File: config.mk
export PLATFORM = sky130hd
export DESIGN_NAME = pipe_skid_stage
export DESIGN_NICKNAME = d
export VERILOG_FILES = /design/src/rtl/pipe_pkg.sv /design/src/rtl/skid_slot.sv /design/src/rtl/pipe_skid_stage.sv
export SDC_FILE = /design/constraint.sdc
export NUM_CORES = 1
export LEC_CHECK = 0
export BUFFER_PORTS_ARGS = -buffer_cell sky130_fd_sc_hd__buf_2
export CORE_MARGIN = 1.5
export CORE_UTILIZATION = 47
export CTS_CLUSTER_DIAMETER = 60
export DETAILED_ROUTE_END_ITERATION = 7
export PLACE_DENSITY = 0.7
export SETUP_SLACK_MARGIN = 0.05
export SYNTH_ARGS = -nofsm -noshare
export SYNTH_HDL_FRONTEND = slang
export SYNTH_HIERARCHICAL = 1
export SYNTH_SLANG_ARGS = --single-unit
File: constraint.sdc
create_clock -name clk -period 2.7 [get_ports clk]
set_clock_uncertainty 0.2 [all_clocks]
set_input_delay 0.27 -clock clk [delete_from_list [all_inputs] [get_ports clk]]
set_output_delay 0.27 -clock clk [all_outputs]
set_load 0.02 [all_outputs]
File: src/rtl/pipe_pkg.sv
// Shared constants and helpers for the pipe_skid_stage slice.
package pipe_pkg;

    localparam int unsigned PIPE_DATA_W = 32;
    localparam int unsigned PIPE_CNT_W  = 16;

    // Per-slot fill state; the encoding doubles as {skid_valid, main_valid}.
    typedef enum logic [1:0] {
        StEmpty = 2'b00,
        StMain  = 2'b01,
        StFull  = 2'b11
    } slot_state_e;

    // Width able to hold 0..2*depth valid entries.
    function automatic int unsigned occ_width(input int unsigned depth);
        return $clog2(2 * depth + 1);
    endfunction

endpackage

File: src/rtl/skid_slot.sv
// skid_slot: one 2-entry (main + skid) register slot with a registered ready.
module skid_slot
    import pipe_pkg::*;
#(
    parameter int unsigned DATA_W = PIPE_DATA_W
) (
    input  logic              clk,
    input  logic              rst,
    input  logic              i_flush,
    input  logic              i_valid,
    output logic              o_ready,
    input  logic [DATA_W-1:0] i_data,
    output logic              o_valid,
    input  logic              i_ready,
    output logic [DATA_W-1:0] o_data,
    output logic [1:0]        o_fill
);

    slot_state_e       r_state;
    slot_state_e       w_state_d;
    logic              r_ready;
    logic [DATA_W-1:0] r_main;
    logic [DATA_W-1:0] r_skid;

    logic w_accept;
    logic w_drain;
    logic w_load_main;
    logic w_main_from_skid;
    logic w_load_skid;

    assign w_accept = i_valid && r_ready;
    assign w_drain  = (r_state != StEmpty) && i_ready;

    always_comb begin
        w_state_d        = r_state;
        w_load_main      = 1'b0;
        w_main_from_skid = 1'b0;
        w_load_skid      = 1'b0;
        // Flush wins over any accept; the data registers are left stale.
        if (i_flush) begin
            w_state_d = StEmpty;
        end else begin
            unique case (r_state)
                StEmpty: begin
                    if (w_accept) begin
                        w_state_d   = StMain;
                        w_load_main = 1'b1;
                    end
                end
                StMain: begin
                    if (w_drain && w_accept) begin
                        w_load_main = 1'b1;
                    end else if (w_drain) begin
                        w_state_d = StEmpty;
                    end else if (w_accept) begin
                        w_state_d   = StFull;
                        w_load_skid = 1'b1;
                    end
                end
                StFull: begin
                    // r_ready is low here, so no accept can coincide.
                    if (w_drain) begin
                        w_state_d        = StMain;
                        w_main_from_skid = 1'b1;
                    end
                end
                default: begin
                    w_state_d = StEmpty;
                end
            endcase
        end
    end

    always_ff @(posedge clk or posedge rst) begin
        if (rst) begin
            r_state <= StEmpty;
            r_ready <= 1'b1;
        end else begin
            r_state <= w_state_d;
            r_ready <= (w_state_d != StFull);
        end
    end

    always_ff @(posedge clk or posedge rst) begin
        if (rst) begin
            r_main <= '0;
            r_skid <= '0;
        end else begin
            if (w_load_main) begin
                r_main <= i_data;
            end else if (w_main_from_skid) begin
                r_main <= r_skid;
            end
            if (w_load_skid) begin
                r_skid <= i_data;
            end
        end
    end

    assign o_ready = r_ready;
    assign o_valid = (r_state != StEmpty);
    assign o_data  = r_main;

    always_comb begin
        o_fill = 2'd0;
        unique case (r_state)
            StMain:  o_fill = 2'd1;
            StFull:  o_fill = 2'd2;
            default: o_fill = 2'd0;
        endcase
    end

endmodule

File: src/rtl/pipe_skid_stage.sv
// pipe_skid_stage: DEPTH chained skid slots, registered in_ready, occupancy count.
// Define PIPE_SKID_STATS_EN to add the saturating stall_cnt / bubble_cnt counters.
module pipe_skid_stage
    import pipe_pkg::*;
#(
    parameter int unsigned DATA_W = PIPE_DATA_W,
    parameter int unsigned DEPTH  = 1,
    parameter int unsigned CNT_W  = PIPE_CNT_W
) (
    input  logic                        clk,
    input  logic                        rst,
    input  logic                        flush_i,
    input  logic                        in_valid,
    output logic                        in_ready,
    input  logic [DATA_W-1:0]           in_data,
    output logic                        out_valid,
    input  logic                        out_ready,
    output logic [DATA_W-1:0]           out_data,
    output logic [occ_width(DEPTH)-1:0] occupancy
`ifdef PIPE_SKID_STATS_EN
    ,
    output logic [CNT_W-1:0]            stall_cnt,
    output logic [CNT_W-1:0]            bubble_cnt
`endif
);

    localparam int unsigned OCC_W = occ_width(DEPTH);
    localparam bit ParamsOk = (DATA_W >= 1) && (DATA_W <= 256) && (DEPTH >= 1) &&
                              (DEPTH <= 4) && (CNT_W >= 1);

    if (!ParamsOk) begin : g_bad_params
        $error("pipe_skid_stage: parameter out of legal range");
    end

    // Index i is the boundary feeding slot i; index DEPTH is the downstream port.
    logic              w_valid [DEPTH+1];
    logic              w_ready [DEPTH+1];
    logic [DATA_W-1:0] w_data  [DEPTH+1];
    logic [1:0]        w_fill  [DEPTH];
    logic [OCC_W-1:0]  w_occ;

    assign w_valid[0]     = in_valid;
    assign w_data[0]      = in_data;
    assign w_ready[DEPTH] = out_ready;

    for (genvar i = 0; i < DEPTH; i++) begin : g_slot
        skid_slot #(
            .DATA_W (DATA_W)
        ) u_slot (
            .clk     (clk),
            .rst     (rst),
            .i_flush (flush_i),
            .i_valid (w_valid[i]),
            .o_ready (w_ready[i]),
            .i_data  (w_data[i]),
            .o_valid (w_valid[i+1]),
            .i_ready (w_ready[i+1]),
            .o_data  (w_data[i+1]),
            .o_fill  (w_fill[i])
        );
    end

    always_comb begin
        w_occ = '0;
        for (int i = 0; i < DEPTH; i++) begin
            w_occ = w_occ + OCC_W'(w_fill[i]);
        end
    end

    assign in_ready  = w_ready[0];
    assign out_valid = w_valid[DEPTH];
    assign out_data  = w_data[DEPTH];
    assign occupancy = w_occ;

`ifdef PIPE_SKID_STATS_EN
    logic [CNT_W-1:0] r_stall_cnt;
    logic [CNT_W-1:0] r_bubble_cnt;

    // Counters saturate and ignore flush; only rst clears them.
    always_ff @(posedge clk or posedge rst) begin
        if (rst) begin
            r_stall_cnt  <= '0;
            r_bubble_cnt <= '0;
        end else begin
            if (out_valid && !out_ready && (r_stall_cnt != '1)) begin
                r_stall_cnt <= r_stall_cnt + CNT_W'(1);
            end
            if (!out_valid && out_ready && (r_bubble_cnt != '1)) begin
                r_bubble_cnt <= r_bubble_cnt + CNT_W'(1);
            end
        end
    end

    assign stall_cnt  = r_stall_cnt;
    assign bubble_cnt = r_bubble_cnt;
`endif

endmodule

==> run summary <==
Drt wl/cell -> 19.50 microns
Sequential Power Share -> 43.6%
Port buffer count -> 72
Total Power -> 3170 uW
H-tree Lvls -> 3
Tightest Hold Check Type -> in2reg
Clk slew on worst S/H paths -> 0.07 ns
Die H -> 88 microns
Period utilization -> 75.96%
Distinct cell type count after synthesis -> 29
DR iter-0 viols -> 319
Commonest cells after routing, fill and taps aside -> buf_2, dfrtp_1, dlygate4sd3_1
Nets@finish -> 415
Initial antenna violation count -> 0
Die area -> 7744 sq um
Worst vdd ir -> 0.3476 mV
Clock Path Buffers -> 2
Row count -> 30
Share of layout cells above drive strength 1 -> 37.17%
Setup violators final -> 0
Crit-path cells -> and3b_1 > nand4_4 > buf_12 > mux2_4
GRT overflow -> 0
Seq/Total Area, Yosys -> 49.41%
Final Hold Vio Count -> 0
# IOs -> 73
R2R depth -> 4
Post-synth ARST share -> 100.0%
Clock share of power -> 29.0%
Status -> completed
CTS Sinks -> 67
WS Path Type -> reg2reg
Synthesized flop and latch total -> 67
Placed Instance Area -> 3830 sq um
Largest stage delay, worst path -> 0.55 ns
Synth Warn # -> 6
Worst-Skew Late Latency -> 0.34 ns
DR vias/cell -> 6.322
Combinational power share -> 27.3%
Cell area after layout -> 4375 sq um
Number of flops mapped to enable cells by yosys -> 0
CTS buffer count -> 9
Routed Antenna Nets -> 0
Switch Pwr -> 965.4 uW
Leak -> 0.001963 uW
Mapped Cells -> 288
Total track usage -> 25.29%
Mapped Area -> 3396 sq um
Data arrival time of the worst path -> 2.07 ns
Drc violations -> 0
CP Max Fanout -> 20
Post-DP HPWL -> 5255 microns
Die width -> 88 microns
CP Data Required Time -> 2.72 ns
Worst slew pin tran -> 0.6698 ns
Top delay family on crit path -> simple AND/OR/NAND/NOR gates
Largest net degree at the start of global routing -> 66
Critical Path Slowest Stage Cell -> dfstp_2
Post-Syn Area per Cell -> 11.79 sq um
Ys flop type -> dfrtp_1
Commonest non-fill, non-tap cell in the layout -> buf_2
DRT Pass-1 Iters -> 4
Internal power -> 2205 uW
Number of global-route vias before repair -> 2933
Clock root cell -> clkbuf_8
Crit. End Element -> flop
Power Dens Cells -> 724.5 nW/um^2
RSZ-0062 raised after global routing -> no
Placed cells -> 430
Max_cap viols -> 0
Fmax -> 0.4876 GHz
Crit start category -> flop
Mapped Nets -> 325
WP depth -> 4
Worst hold stages -> 4
Ant diodes -> 0
Fin crit period -> 2.051 ns
First-pass GRT wire length -> 14880 microns
Non-filler instance count after layout -> 478
Buf+Inv Stages, Crit Path -> 1
CTS tree -> built
Net Sw Frac -> 30.45%
GPL Wtd Cong -> 0.7435
Via count -> 3022
Core area -> 6907 sq um
Final Slew Violations -> 0
Max-slew headroom -> 55.35%
Initial Util -> 49.17%
Area grow syn2layout -> 28.85%
Final TNS setup -> 0 ns
Smallest hold slack -> 0.1962 ns
Overall routed net length -> 9321 microns
-- final cells by class --
type | count | area [sq um]
Sequential cell | 67 | 1678
Tap cell | 96 | 120.1
Multi-Input combinational cell | 175 | 1511
Fill cell | 558 | 2531
Timing Repair Buffer | 121 | 835.8
Clock buffer | 10 | 137.6
Inverter | 4 | 15.01
Clock inverter | 5 | 77.57
-- tightest hold or removal path, stage by stage --
cell	delay, ns
buf_2	0.12
inv_1	0.08
o21ai_0	0.15
a21oi_1	0.07
-- sequential cells by signal (all words and copies together) (netlist names) --
name / flops
g_slot.u_slot/r_state: 2
g_slot.u_slot/r_skid: 32
g_slot.u_slot/o_ready: 1
g_slot.u_slot/o_data: 32
-- metal layers --
| metal | wire length [microns] | track usage [%] | share of wire (%) | vias to the layer above |
|---|---|---|---|---|
| met5 | 0 | 0 | 0 | - |
| met4 | 146 | 8.658 | 1.6 | 0 |
| met3 | 610 | 6.503 | 6.5 | 14 |
| met2 | 4451 | 41.22 | 48 | 144 |
| met1 | 4112 | 32.81 | 44 | 1519 |
| li1 | - | - | - | 1345 |
-- synth_stat cells (all sizes together), types with 2 or more instances --
| master | number | area, sq um |
|---|---|---|
| a21oi | 2 | 10.01 |
| a31oi | 31 | 193.9 |
| a41oi | 31 | 271.5 |
| buf | 16 | 98.85 |
| clkbuf | 26 | 97.59 |
| dfrtp | 66 | 1652 |
| inv | 4 | 15.01 |
| mux2 | 32 | 473.0 |
| nand2b | 2 | 12.51 |
| nand3 | 2 | 10.01 |
| nand4 | 32 | 215.2 |
| nor2b | 2 | 12.51 |
| o31ai | 31 | 232.7 |
-- metrics by stage --
stage,worst slack [ns],util (%)
2_1_floorplan,0.5485,-
3_3_place_gp,0.6352,55.45
3_5_place_dp,0.6371,55.45
4_1_cts,0.6408,63.35
5_1_grt,0.5415,63.35
6_report,0.6492,63.35
-- cells by family after synthesis --
family	after synthesis	share of synthesized area [%]
DFF	67	49.41
buffers and inverters	46	6.227
AOI/OAI and AO/OA	97	21.22
muxes	33	14.22
and+or+nand+nor	45	8.917
-- power by group through the flow --
stage          combinational [uW]  clock [uW]  sequential (uW)
2_1_floorplan                 474           0             1480
3_3_place_gp                  814           0             1380
3_5_place_dp                  832           0             1390
4_1_cts                       868         940             1380
5_1_grt                       942         981             1410
6_report                      866         921             1380
-- worst paths after layout --
| check | endpoint | from | slack [ns] |
|---|---|---|---|
| worst min register to register | g_slot[0].u_slot/r_skid[0]$_DFFE_PP0P_ | g_slot[0].u_slot/r_skid[0]$_DFFE_PP0P_ | 0.32 |
| worst max-delay path | g_slot[0].u_slot/r_skid[7]$_DFFE_PP0P_ | g_slot[0].u_slot/o_ready$_DFF_PP1_ | 0.65 |
| max in group asynchronous | g_slot[0].u_slot/o_ready$_DFF_PP1_ | rst | 1.33 |
| worst max register to register | g_slot[0].u_slot/r_skid[7]$_DFFE_PP0P_ | g_slot[0].u_slot/o_ready$_DFF_PP1_ | 0.65 |
| worst min-delay path | g_slot[0].u_slot/r_state[0]$_DFF_PP0_ | out_ready | 0.20 |
| min in group asynchronous | g_slot[0].u_slot/r_skid[5]$_DFFE_PP0P_ | rst | 0.34 |
-- repair_timing --
| item | 4_1_cts | 5_1_grt |
|---|---|---|
| hold endpoints to repair | 65 | 0 |
| gates resized for setup | 0 | 0 |
| setup buffers | 0 | 0 |
| hold buffers | 33 | 0 |
(Power assumes the default switching activity.)
